[config.mk]
export PLATFORM = sky130hd
export DESIGN_NAME = alu_cmd_sequencer
export DESIGN_NICKNAME = d
export VERILOG_FILES = /design/src/rtl/alu_cmd_sequencer.sv
export SDC_FILE = /design/constraint.sdc
export NUM_CORES = 1
export LEC_CHECK = 0
export ABC_AREA = 1
export ABC_CLOCK_PERIOD_IN_PS = 2100
export CELL_PAD_IN_SITES_DETAIL_PLACEMENT = 2
export CELL_PAD_IN_SITES_GLOBAL_PLACEMENT = 2
export CORE_UTILIZATION = 30
export CTS_CLUSTER_SIZE = 16
export DETAILED_ROUTE_END_ITERATION = 12
export HOLD_SLACK_MARGIN = 0.12
export PLACE_DENSITY = 0.84
export SETUP_SLACK_MARGIN = 0.15
export SYNTH_ARGS = -nofsm -noshare
export SYNTH_HDL_FRONTEND = slang
export SYNTH_SLANG_ARGS = --single-unit
[constraint.sdc]
create_clock -name clk -period 2.1 [get_ports clk]
set_clock_uncertainty 0.15 [all_clocks]
set_input_delay 0.42 -clock clk [delete_from_list [all_inputs] [get_ports clk]]
set_output_delay 0.42 -clock clk [all_outputs]
set_load 0.03 [all_outputs]
[src/rtl/alu_cmd_sequencer.sv]
// alu_cmd_sequencer: accepts register-to-register commands, drives an external ALU and returns its result.
//   Ports: clk/rst (async active-high); cmd_valid/cmd_ready/cmd_op/cmd_src_a/cmd_src_b/cmd_dst command handshake;
//   wr_en/wr_addr/wr_data external register-file write; alu_a/alu_b/alu_op to ALU, alu_result/alu_overflow from ALU;
//   rsp_valid/rsp_ready/rsp_result/rsp_overflow response handshake; ovf_sticky/ovf_clr overflow poll flag.
module alu_cmd_sequencer #(
    parameter int WIDTH = 4,
    parameter int NREGS = 4,
    localparam int AW = $clog2(NREGS)
) (
    input  logic             clk,
    input  logic             rst,
    input  logic             cmd_valid,
    output logic             cmd_ready,
    input  logic [2:0]       cmd_op,
    input  logic [AW-1:0]    cmd_src_a,
    input  logic [AW-1:0]    cmd_src_b,
    input  logic [AW-1:0]    cmd_dst,
    input  logic             wr_en,
    input  logic [AW-1:0]    wr_addr,
    input  logic [WIDTH-1:0] wr_data,
    output logic [WIDTH-1:0] alu_a,
    output logic [WIDTH-1:0] alu_b,
    output logic [2:0]       alu_op,
    input  logic [WIDTH-1:0] alu_result,
    input  logic             alu_overflow,
    output logic             rsp_valid,
    input  logic             rsp_ready,
    output logic [WIDTH-1:0] rsp_result,
    output logic             rsp_overflow,
    output logic             ovf_sticky,
    input  logic             ovf_clr
);
    typedef enum logic [1:0] {S_IDLE, S_EXEC, S_RESP} state_t;
    state_t           r_state, w_next;
    logic [WIDTH-1:0] r_regs [NREGS];
    logic [AW-1:0]    r_dst;
    logic [WIDTH-1:0] r_alu_a, r_alu_b, r_rsp_result;
    logic [2:0]       r_alu_op;
    logic             r_rsp_ovf, r_ovf_sticky;
    logic             w_accept, w_exec, w_done, w_arith;
    assign w_accept = cmd_valid && r_state == S_IDLE;
    assign w_exec   = r_state == S_EXEC;
    assign w_done   = r_state == S_RESP && rsp_ready;
    // Only add/sub/shl/shr carry a meaningful overflow; logic ops and rotate are masked.
    assign w_arith  = r_alu_op inside {3'b000, 3'b001, 3'b101, 3'b110};
    always_ff @(posedge clk or posedge rst)
        if (rst) r_state <= S_IDLE;
        else     r_state <= w_next;
    always_comb begin
        w_next = r_state;
        case (r_state)
            S_IDLE:  w_next = w_accept ? S_EXEC : S_IDLE;
            S_EXEC:  w_next = S_RESP;
            S_RESP:  w_next = rsp_ready ? S_IDLE : S_RESP;
            default: w_next = S_IDLE;
        endcase
    end
    always_comb begin
        cmd_ready = r_state == S_IDLE;
        rsp_valid = r_state == S_RESP;
    end
    // Write-back from EXEC takes precedence over an external write to the same entry.
    always_ff @(posedge clk or posedge rst)
        if (rst) begin
            for (int i = 0; i < NREGS; i++) r_regs[i] <= '0;
        end else begin
            for (int i = 0; i < NREGS; i++)
                if (w_exec && r_dst == AW'(i)) r_regs[i] <= alu_result;
                else if (wr_en && wr_addr == AW'(i)) r_regs[i] <= wr_data;
        end
    // Operands are snapshot at accept, so later register writes cannot disturb the in-flight op.
    always_ff @(posedge clk or posedge rst)
        if (rst) begin
            r_alu_a  <= '0;
            r_alu_b  <= '0;
            r_alu_op <= '0;
            r_dst    <= '0;
        end else if (w_accept) begin
            r_alu_a  <= r_regs[cmd_src_a];
            r_alu_b  <= r_regs[cmd_src_b];
            r_alu_op <= cmd_op;
            r_dst    <= cmd_dst;
        end
    always_ff @(posedge clk or posedge rst)
        if (rst) begin
            r_rsp_result <= '0;
            r_rsp_ovf    <= 1'b0;
        end else if (w_exec) begin
            r_rsp_result <= alu_result;
            r_rsp_ovf    <= w_arith & alu_overflow;
        end
    always_ff @(posedge clk or posedge rst)
        if (rst)          r_ovf_sticky <= 1'b0;
        else if (ovf_clr) r_ovf_sticky <= 1'b0;
        else if (w_done)  r_ovf_sticky <= r_ovf_sticky | r_rsp_ovf;
    assign alu_a        = r_alu_a;
    assign alu_b        = r_alu_b;
    assign alu_op       = r_alu_op;
    assign rsp_result   = r_rsp_result;
    assign rsp_overflow = r_rsp_ovf;
    assign ovf_sticky   = r_ovf_sticky;
endmodule

; ---- Yosys cells after proc, flatten, opt, wreduce, memory -nomap -nowiden
; Index checks and enable logic that the tools add are counted.
[totals]
reg_bits = 37
word_cells = 68
[classes]
magnitude_cmp = 2
n_eq_ne = 11
mux = 19
bitwise = 4
reduce_logical = 20
[op_table]
columns = operator, count
row1 = 4-bit 2-to-1 mux, 12
row2 = 4-bit binary-select mux with 2-bit select, 2
row3 = 2-bit == test (second input constant), 5
row4 = 1-bit logical AND, 10
row5 = 2-bit nonzero test, 5
row6 = 2-bit by 1-bit == test with 1-bit output (second input constant), 3
row7 = 3-bit == test (second input constant), 2
row8 = 3-bit greater-or-equal comparator (second input constant), 2
row9 = 2-bit zero test, 3
row10 = 2-bit NOT with 3-bit output, 2
row11 = 2-bit case mux with 3 select lines, 1
row12 = 4-bit nonzero test, 1
row13 = 3-bit by 1-bit == test with 1-bit output (second input constant), 1
row14 = 3-bit zero test, 1
row15 = 1-bit 2-to-1 mux, 3
row16 = 2-bit 2-to-1 mux, 1
row17 = 1-bit bitwise AND, 1
row18 = 1-bit bitwise OR, 1

; ---- Logic depth before layout (Yosys ltp)
; Gate-level depths: netlist (run 1).
[logic_depth]
depth_word = 4
mapped_depth = 7
ltp_nobuf = 7

; ---- Least setup slack after synthesis (run 1)
; Ideal clock, no wire load.
[synth_timing]
kind = reg-to-output
from = reg r_state[1]
to = out rsp_valid
t_arrival_ps = 994
setup_slack_ps = 536
stages_incl_launch_ff = 3
n_path_buf = 0
cell_sequence = dfrtp_1 > inv_1 > nor2_1
[synth_via]
elab_chain_len = 1
[synth_lines]
columns = element, line
row1 = start: declaration, 34  ; state_t r_state, w_next;
row2 = start signal: assignment, 48  ; else r_state <= w_next;
row3 = 2-bit == test, 60  ; rsp_valid = r_state == S_RESP;
row4 = end: declaration, 26  ; output logic rsp_valid,
; No other way between the ends.

; ---- Worst setup path after layout (run 1)
[layout_timing]
from = reg r_state[1]
to = out cmd_ready
[layout_via]
elab_chain_len = 1
[layout_lines]
columns = element, line
row1 = 2-bit zero test, 59  ; cmd_ready = r_state == S_IDLE;
row2 = end: declaration, 13  ; output logic cmd_ready,
; No other way between the ends.

==> impl_metrics.toml, run 1 <==
[outcome]
status = "finished clean"

[yosys]
syn_nets = 317
synth_top_family_by_area = "simple AND/OR/NAND/NOR gates"
syn_area_um2 = 2054
synth.area.mux_share = 0
synth_simple_gate_area_share = 0.4269
synth-compound-area-share = 0.02741
synth_fa_ha_area_frac = 0
avgSynthCellArea_um2 = 7.060
seq_area_frac_synth = 0.4507
yosysWarnings = 0
netlist_instances = 291
ys_ff_latch = 37
synth-xor-area-share = 0
synth_cell_types = 17

[finish]
register_area_um2 = 925.9
nFillCells = 752
fin_nets = 368
drive_gt1_frac = 0.07289
area_delta_synth_final_pct = 30.09
multi_input_area_um2 = 933.4
num_antenna_cells = 0

[placement]
io_buffers = 44
hpwl_um = 5092
gp_congestion = 0.7648

[timing]
slew_violations = 0
post-route-min-period_ns = 1.899
max_freq_mhz = 526.6
tns_ns = 0
holdWs_ns = 0.3360
grt_setup_unrepaired = "true"
tightestPinTransition_ns = 0.4825
post-route-period-util = 0.9042
relSlewSlack = 0.6783
finalHoldViolCount = 0
finalSetupViolations = 0

[grt]
grt_max_degree = 38
antenna_found_initial = 0
grt_pass1_wl_um = 11470
grtUsageTotal = 0.2042
grt_remaining_overflow = 0
grt_pass1_vias = 2337

[detailed_routing]
vias_per_cell = 4.895
drc = 0
first_pass_iters = 6
wl_per_cell_um = 15.34
routed_wl_um = 6444
ant_nets = 0
drt_iter0_drc = 53
num_vias = 2056

[clock_tree]
clock-sinks = 37
cts_tree = "done"
cts_buffers = 5
clockBufferDepth = 2
h-tree-depth = 2
clockRootBuffer = "clkbuf_8"
clk_pin_slew_ns = 0.08
insertion_delay_ns = 0.29
cts_setup_buffers = 0

[die]
dieArea_um2 = 7183
dieWidth_um = 84.76
die_h_um = 84.76
design.core.area_um2 = 6495
io_pins = 45
row_count = 29
start_util = 0.3163

[power]
ir_drop_mv = 0.6247
p_per_area_nw_per_um2 = 1329
power.leakage_nw = 1.469

[critical_path]
r2r_setup_slack_ns = 0.63
cp-start-kind = "flip-flop"
path_class = "reg2out"
crit_fanout = 3
crit_path_end_kind = "output pin"
critPathRequiredTime_ns = 1.53
cp.arrival_ns = 1.33

[hold_path]
hold_path_class = "reg2reg"

[run]
maxCapViolations = 0
[area by class of cell]
cell class | instances | share of cell area
clock buffers | 5 | 0.02575
repair buffers | 49 | 0.1770
flip-flops and latches | 37 | 0.3464
inverters | 42 | 0.05899
well taps | 77 | 0.03605
clock inverters | 3 | 0.006554
multi-input cells | 207 | 0.3493
[placed cells by master (no fill, tap or decap), types with 2 or more instances in the layout]
cell type	instances
inv_2	3
buf_4	5
nand2_4	4
inv_1	39
nand4_1	2
nor2_1	7
nor2_2	2
dlygate4sd2_1	2
dfrtp_1	37
clkinv_2	2
nand2_1	115
nand3_1	63
clkdlybuf4s50_1	39
clkbuf_8	5
o21ai_0	10
[synthesized netlist by cell type, drive strengths merged]
library cell / number / area [um2]
nor2: 10 / 58.81
o21ai: 10 / 50.05
nand3: 63 / 315.3
nand4: 2 / 12.51
dfrtp: 37 / 925.9
nand3b: 1 / 7.510
a31oi: 1 / 6.260
nand2: 120 / 483.0
inv: 42 / 157.6
buf: 5 / 37.53
[what timing repair did]
| action | 4_1_cts | 5_1_grt |
|---|---|---|
| resized for setup | 4 | 4 |
| endpoints found under the setup margin | 4 | 3 |
| pin swaps | 0 | 0 |
| hold buffers | 0 | 0 |
[worst max-delay path, cell delays in order, from the launching register on]
cell             delay, ns
dfrtp_1               0.48
nor2_2                0.16
clkdlybuf4s15_1       0.40
[sequential cells by signal (all words and copies together), names as in the netlist]
name	flops
alu_op	3
r_regs	16
r_state	2
rsp_result	4
alu_b	4
rsp_overflow	1
r_dst	2
ovf_sticky	1
alu_a	4
[logic make-up after synthesis]
| kind of cell | Yosys count |
|---|---|
| AOI/OAI and AO/OA | 11 |
| buffers and inverters | 47 |
| DFF | 37 |
| and+or+nand+nor | 196 |
[layer usage]
layer	share of wire	routed length [um]	global-route usage	vias up
met5	0	0	0	-
met4	0.016	105	0.06317	0
met3	0.021	133	0.02753	8
met2	0.50	3212	0.3622	32
met1	0.46	2992	0.2575	1005
li1	-	-	-	1011
[per-stage QoR]
stage                     cells  setup slack, ns  utilization  power [mW]  cell area, um2
after floorplan             291           0.5358            -       2.425            2054
after global placement      412           0.1401       0.3990       3.030            2591
after detailed placement    412          0.07602       0.3990       3.118            2591
after CTS                   420          0.02248       0.4115       3.618            2673
after global routing        420           0.1465       0.4115       3.860            2673
final                       420           0.2011       0.4115       3.551            2673
[path summary, 6_finish.rpt]
path | startpoint | cells past startpoint | endpoint
max in group asynchronous | rst | 3 | rsp_result[3]$_DFFE_PP0N_
min in group asynchronous | rst | 3 | alu_a[3]$_DFFE_PP0P_
worst max-delay path | r_state[1]$_DFF_PP0_ | 2 | cmd_ready
worst min-delay path | alu_b[3]$_DFFE_PP0P_ | 2 | alu_b[3]$_DFFE_PP0P_
worst max register to register | r_state[1]$_DFF_PP0_ | 5 | r_regs[5]$_DFFE_PP0P_
worst min register to register | alu_b[3]$_DFFE_PP0P_ | 2 | alu_b[3]$_DFFE_PP0P_
[report_power, final]
group / switching, mW / internal (mW)
combinational: 1.15 / 0.638
sequential: 0.220 / 1.04
clock: 0.271 / 0.229
Power figures use the tool's default switching activity.
==> run 2: changes to the inputs <==
--- a/config.mk
+++ b/config.mk
@@ -7,6 +7,7 @@
 export LEC_CHECK = 0
 export ABC_AREA = 1
 export ABC_CLOCK_PERIOD_IN_PS = 2100
+export CAP_MARGIN = 20
 export CELL_PAD_IN_SITES_DETAIL_PLACEMENT = 2
 export CELL_PAD_IN_SITES_GLOBAL_PLACEMENT = 2
 export CORE_UTILIZATION = 30
==> results of run 2 <==
Same layout as run 1: the final DEF is identical, and so are final timing and power.
==> run 3: changes to the inputs <==
--- a/config.mk
+++ b/config.mk
@@ -13,6 +13,7 @@
 export CORE_UTILIZATION = 30
 export CTS_CLUSTER_SIZE = 16
 export DETAILED_ROUTE_END_ITERATION = 12
+export GPL_ROUTABILITY_DRIVEN = 0
 export HOLD_SLACK_MARGIN = 0.12
 export PLACE_DENSITY = 0.84
 export SETUP_SLACK_MARGIN = 0.15
==> results of run 3 <==
Same layout as run 1: the final DEF is identical, and so are final timing and power.
